`config.mk`:
```
export PLATFORM = sky130hd
export DESIGN_NAME = clk_lock_monitor
export DESIGN_NICKNAME = d
export VERILOG_FILES = /design/src/rtl/clk_lock_monitor_pkg.sv /design/src/rtl/cdc_sync_bit.sv /design/src/rtl/clk_lock_monitor.sv
export SDC_FILE = /design/constraint.sdc
export NUM_CORES = 1
export LEC_CHECK = 0
export CAP_MARGIN = 20
export CORE_MARGIN = 1
export CORE_UTILIZATION = 50
export DETAILED_ROUTE_END_ITERATION = 16
export PLACE_DENSITY = 0.81
export SYNTH_ARGS = -nofsm -noshare
export SYNTH_HDL_FRONTEND = slang
export SYNTH_SLANG_ARGS = --single-unit
```
`constraint.sdc`:
```
create_clock -name BUS_CLK -period 2.15 [get_ports BUS_CLK]
set_input_delay 0.43 -clock BUS_CLK [delete_from_list [all_inputs] [get_ports BUS_CLK]]
set_output_delay 0.43 -clock BUS_CLK [all_outputs]
set_load 0.01 [all_outputs]
```
`src/rtl/clk_lock_monitor_pkg.sv`:
```
`default_nettype none
// ============================================================================
// clk_lock_monitor_pkg : state encoding shared with the register-bank readback
// Revision: 1.0
// ============================================================================
package clk_lock_monitor_pkg;

  localparam int STATE_W = 3;

  typedef enum logic [STATE_W-1:0] {
    ST_DCM_RESET = 3'd0,
    ST_WAIT_LOCK = 3'd1,
    ST_STABLE    = 3'd2,
    ST_RUN       = 3'd3,
    ST_LOST      = 3'd4
  } state_e;

  function automatic int max3(input int a, input int b, input int c);
    int m;
    m = (a > b) ? a : b;
    return (m > c) ? m : c;
  endfunction

endpackage
`default_nettype wire

```
`src/rtl/cdc_sync_bit.sv`:
```
`default_nettype none
// ============================================================================
// cdc_sync_bit : multi-flop synchronizer for one asynchronous level
// Revision: 1.0
// ============================================================================
module cdc_sync_bit #(
  parameter int STAGES = 2
) (
  input  logic clk_i,
  input  logic rst_i,
  input  logic d_i,
  output logic q_o
);

  logic [STAGES-1:0] sync_q;

  always_ff @(posedge clk_i or posedge rst_i) begin
    if (rst_i) begin
      sync_q <= '0;
    end else begin
      sync_q <= {sync_q[STAGES-2:0], d_i};
    end
  end

  assign q_o = sync_q[STAGES-1];

endmodule
`default_nettype wire

```
`src/rtl/clk_lock_monitor.sv`:
```
`default_nettype none
// ============================================================================
// clk_lock_monitor : DCM lock supervisor; sequences DCM reset, qualifies lock
//                    stability and releases the system reset.
// Revision: 1.0
// ============================================================================
module clk_lock_monitor
  import clk_lock_monitor_pkg::*;
#(
  parameter int SYNC_STAGES    = 2,
  parameter int STABLE_CYCLES  = 1024,
  parameter int LOCK_TIMEOUT   = 65536,
  parameter int DCM_RST_CYCLES = 16,
  parameter int CNT_WIDTH      = 8
) (
  input  logic                 BUS_CLK,
  input  logic                 BUS_RST,
  input  logic                 LOCKED_IN,
  input  logic                 CLR_CNT,
  output logic                 DCM_RST,
  output logic                 SYS_RST,
  output logic                 LOCK_OK,
  output logic [STATE_W-1:0]   STATE,
  output logic [CNT_WIDTH-1:0] LOSS_CNT,
  output logic [CNT_WIDTH-1:0] RETRY_CNT
);

  localparam int CNT_MAX = max3(LOCK_TIMEOUT, STABLE_CYCLES, DCM_RST_CYCLES);
  localparam int CW      = (CNT_MAX > 1) ? $clog2(CNT_MAX) : 1;

  localparam logic [CW-1:0]        DCM_LAST     = CW'(DCM_RST_CYCLES - 1);
  localparam logic [CW-1:0]        TIMEOUT_LAST = CW'(LOCK_TIMEOUT - 1);
  localparam logic [CW-1:0]        STABLE_LAST  = CW'(STABLE_CYCLES - 1);
  localparam logic [CW-1:0]        CNT_ONE      = CW'(1);
  localparam logic [CNT_WIDTH-1:0] EVT_ONE      = CNT_WIDTH'(1);

  logic                 lock_s;
  state_e               state_q, state_d;
  logic [CW-1:0]        cnt_q, cnt_d;
  logic                 dcm_rst_q, sys_rst_q, lock_ok_q;
  logic [CNT_WIDTH-1:0] loss_q, loss_d, retry_q, retry_d;
  logic                 loss_inc, retry_inc;

  cdc_sync_bit #(
    .STAGES (SYNC_STAGES)
  ) u_lock_sync (
    .clk_i  (BUS_CLK),
    .rst_i  (BUS_RST),
    .d_i    (LOCKED_IN),
    .q_o    (lock_s)
  );

  // A clear coinciding with an event leaves that event counted.
  function automatic logic [CNT_WIDTH-1:0] sat_cnt(
    input logic [CNT_WIDTH-1:0] cur,
    input logic                 inc,
    input logic                 clr
  );
    if (clr) begin
      sat_cnt = inc ? EVT_ONE : '0;
    end else if (inc && (cur != '1)) begin
      sat_cnt = cur + EVT_ONE;
    end else begin
      sat_cnt = cur;
    end
  endfunction

  always_comb begin
    state_d   = state_q;
    cnt_d     = cnt_q;
    loss_inc  = 1'b0;
    retry_inc = 1'b0;
    case (state_q)
      ST_DCM_RESET: begin
        if (cnt_q == DCM_LAST) begin
          state_d = ST_WAIT_LOCK;
          cnt_d   = '0;
        end else begin
          cnt_d = cnt_q + CNT_ONE;
        end
      end
      ST_WAIT_LOCK: begin
        // Lock takes priority over a timeout on the same edge.
        if (lock_s) begin
          state_d = ST_STABLE;
          cnt_d   = '0;
        end else if (cnt_q == TIMEOUT_LAST) begin
          state_d   = ST_DCM_RESET;
          cnt_d     = '0;
          retry_inc = 1'b1;
        end else begin
          cnt_d = cnt_q + CNT_ONE;
        end
      end
      ST_STABLE: begin
        if (!lock_s) begin
          state_d = ST_WAIT_LOCK;
          cnt_d   = '0;
        end else if (cnt_q == STABLE_LAST) begin
          state_d = ST_RUN;
          cnt_d   = '0;
        end else begin
          cnt_d = cnt_q + CNT_ONE;
        end
      end
      ST_RUN: begin
        if (!lock_s) begin
          state_d  = ST_LOST;
          loss_inc = 1'b1;
        end
      end
      default: begin
        state_d = ST_DCM_RESET;
        cnt_d   = '0;
      end
    endcase
    loss_d  = sat_cnt(loss_q, loss_inc, CLR_CNT);
    retry_d = sat_cnt(retry_q, retry_inc, CLR_CNT);
  end

  always_ff @(posedge BUS_CLK or posedge BUS_RST) begin
    if (BUS_RST) begin
      state_q   <= ST_DCM_RESET;
      cnt_q     <= '0;
      dcm_rst_q <= 1'b1;
      sys_rst_q <= 1'b1;
      lock_ok_q <= 1'b0;
      loss_q    <= '0;
      retry_q   <= '0;
    end else begin
      state_q   <= state_d;
      cnt_q     <= cnt_d;
      dcm_rst_q <= (state_d == ST_DCM_RESET);
      sys_rst_q <= (state_d != ST_RUN);
      lock_ok_q <= (state_d == ST_RUN);
      loss_q    <= loss_d;
      retry_q   <= retry_d;
    end
  end

  assign DCM_RST   = dcm_rst_q;
  assign SYS_RST   = sys_rst_q;
  assign LOCK_OK   = lock_ok_q;
  assign STATE     = state_q;
  assign LOSS_CNT  = loss_q;
  assign RETRY_CNT = retry_q;

endmodule
`default_nettype wire
```
==> results.toml <==
[pwr]
power_density_mw_per_mm2 = 842
internal-power_mw = 1.54
leakagePower_nw = 1.16
p_sw_share_pct = 32.7
p_sw_mw = 0.752
seqPwrFrac_pct = 40.3
combPwrFrac_pct = 30.6
pwr-share-clk_pct = 29.1
ir_drop_mv = 0.502

[timing]
finalSetupViolations = 0
drv_slew = 0
final.setup_skew_ps = 12.3
hold_viol = 0
post-route-period-util_pct = 94.8
worst_pin_slew_ps = 507
period_needed_ps = 2040
timing.final.ws_setup_ps = 111
relSlewSlack_pct = 66.1
max_freq_mhz = 490

[synth]
ys.flop_type = "dfrtp_1"
synthTopCellsByCount = "dfrtp_1 (38), nor2_1 (25), nand2_1 (16)"
synth_most_common_cell = "dfrtp_1"
synth_seq_area_share_pct = 44.7
synth_edf_count = 0
synth_top_area_share_pct = 42.4
syn-num-nets = 234
synthTopCellsByArea = "dfrtp_1 (42%), nor2_1 (4.2%), xor2_1 (3.1%), nand3_1 (2.9%), nand4_1 (2.8%)"
synthArstFlopShare_pct = 100
synth-seq-cells = 40
syn-mean-instance-area_um2 = 9.88
ys_types = 55
synthCells = 227
syn_area_mm2 = 0.00224
yosys_warnings = 0
synth_top_area_cell = "dfrtp_1"

[placement]
place_area_mm2 = 0.00257
place_ws_ps = 70.8
place_congestion = 0.884
portBuffers = 25
dp_hpwl_um = 3290

[routing]
drc = 0
vias = 1835
wl_um = 4830
viasPerCell = 5.84
drtPass1Iterations = 4
first_iter_violations = 93
final_antenna_net_count = 0
avgRoutedWirePerCell_um = 15.4

[cells_and_area]
regArea_mm2 = 0.00100
nets = 270
antenna_cells = 0
area_delta_synth_final_pct = 21.5
utilization_pct = 65.8
layout-drive-gt1-share_pct = 16.3
fill_cells = 354
fin_area_mm2 = 0.00273
multi_input_area_mm2 = 0.00113

[global_route]
grt_pass1_vias = 1695
grt_use_met3_pct = 4.93
gr-usage-met2_pct = 36.2
grt_start_max_net_pins = 41
grt_usage_pct = 22.7
antenna_found_initial = 0
grt.busiest_layer = "met2"
grt_overflow = 0
grt_pass1_wl_um = 7860
grt_use_met1_pct = 29.7

[clocking]
clockRootBuffer = "clkbuf_8"
htreeDepth = 2
clk_latency_ps = 300
numClockSinks = 40
path_clk_slew_ps = 80
ctsHoldBuffers = 0
clockBufferDepth = 2
cts_buffers = 5
cts_tree = "built"

[critical_path]
cp_data_required_time_ps = 2330
crit_path_max_fanout = 13
path_delay_family = "simple AND/OR/NAND/NOR gates"
critPathMaxStageDelay_ps = 520
slowest_stage = "or4_1"
cp.arrival_ps = 2220
crit_buf_inv = 1
worstSetupEndpointType = "flop"
critPathKind = "reg2reg"
crit_chain = "or4_1, nor4_2, o2bb2ai_2, nor3_4, buf_12, o22ai_2"
worstSetupStartpointType = "flop"

[die]
die_w_um = 69.0
initial_core_util_pct = 54.1
fp.coreArea_mm2 = 0.00414
row_count = 23
num_io_pins = 26
die_h_um = 69.0
die-area_mm2 = 0.00476

[min_path]
hold_class = "reg2reg"

[run]
drv_cap = 0

[status]
status = "complete, no violations"
[cell families (layout without fill, tap and decap cells)]
| group | Yosys count | count (layout) | share of synthesized area, % |
|---|---|---|---|
| xor+xnor | 15 | 15 | 5.86 |
| flops | 40 | 40 | 44.7 |
| buf+inv | 18 | 55 | 5.41 |
| compound gates | 29 | 29 | 8.92 |
| fa+ha+maj | 3 | 3 | 1.67 |
| simple gates | 118 | 118 | 31.6 |
| mux | 4 | 4 | 1.84 |
[flip-flops by register name, summed over array words and instances, names as in the netlist]
register and flops:
cnt_q 16, LOSS_CNT 8, RETRY_CNT 8, STATE 3
u_lock_sync.sync_q 2, DCM_RST 1, LOCK_OK 1, SYS_RST 1
[cell type report]
type	instances	area share [%]
clock buffers	6	3.03
clock inverters	2	1.42
inverters	6	0.826
multi-input cells	169	41.6
flip-flops and latches	40	36.8
well taps	50	2.29
repair buffers	41	14.0
[power groups by stage]
| stage | Clock [mW] | Sequential (mW) | Combinational (mW) |
|---|---|---|---|
| floorplan | 0 | 0.924 | 0.492 |
| global placement | 0 | 0.935 | 0.687 |
| detailed placement | 0 | 0.935 | 0.697 |
| CTS | 0.676 | 0.923 | 0.699 |
| global route | 0.707 | 0.938 | 0.779 |
| finish | 0.669 | 0.925 | 0.702 |
[metrics by stage]
stage / setup TNS (ps) / hold slack, ps / power, mW / cells
after global routing: -3.00 / 378 / 2.42 / 314
after CTS: 0 / 355 / 2.30 / 312
after detailed placement: 0 / 336 / 1.63 / 304
after global placement: 0 / 334 / 1.62 / 304
after floorplan: 0 / 331 / 1.42 / 227
final: 0 / 355 / 2.30 / 314
[per-layer routing]
layer | share of wire (%) | vias to the layer above
li1 | - | 895
met1 | 47 | 893
met2 | 47 | 36
met3 | 3.3 | 11
met4 | 2.0 | 0
met5 | 0 | -
[worst paths after layout]
check,start,endpoint,slack [ps],cells past startpoint
min in group asynchronous,BUS_RST,RETRY_CNT[2]$_DFFE_PP0P_,540,3
setup reg to reg,cnt_q[15]$_DFFE_PP0P_,cnt_q[14]$_DFFE_PP0P_,110,6
hold reg to reg,u_lock_sync.sync_q[0]$_DFF_PP0_,u_lock_sync.sync_q[1]$_DFF_PP0_,360,0
max in group asynchronous,BUS_RST,SYS_RST$_DFF_PP1_,1230,3
hold / removal,u_lock_sync.sync_q[0]$_DFF_PP0_,u_lock_sync.sync_q[1]$_DFF_PP0_,360,0
setup / recovery,cnt_q[15]$_DFFE_PP0P_,cnt_q[14]$_DFFE_PP0P_,110,6
[layout by cell type, fill, tap and decap left out, drive strengths merged, types with 7 or more instances in the layout]
cell           synthesis  routed
nor3                  12      12
nand2                 16      16
or3                    8       8
nand4                 11      11
nand3                 14      14
xor2                   8       8
buf                    8      16
clkdlybuf4s50          0      25
dfrtp                 38      38
xnor2                  7       7
a21oi                  7       7
o21ai                  8       8
nor2                  25      25
[what timing repair did]
action	in CTS	in global routing
setup endpoints to repair	0	6
buffers inserted	0	2
resized for setup	0	3
Note: power is estimated with default switching activity, not from simulation.
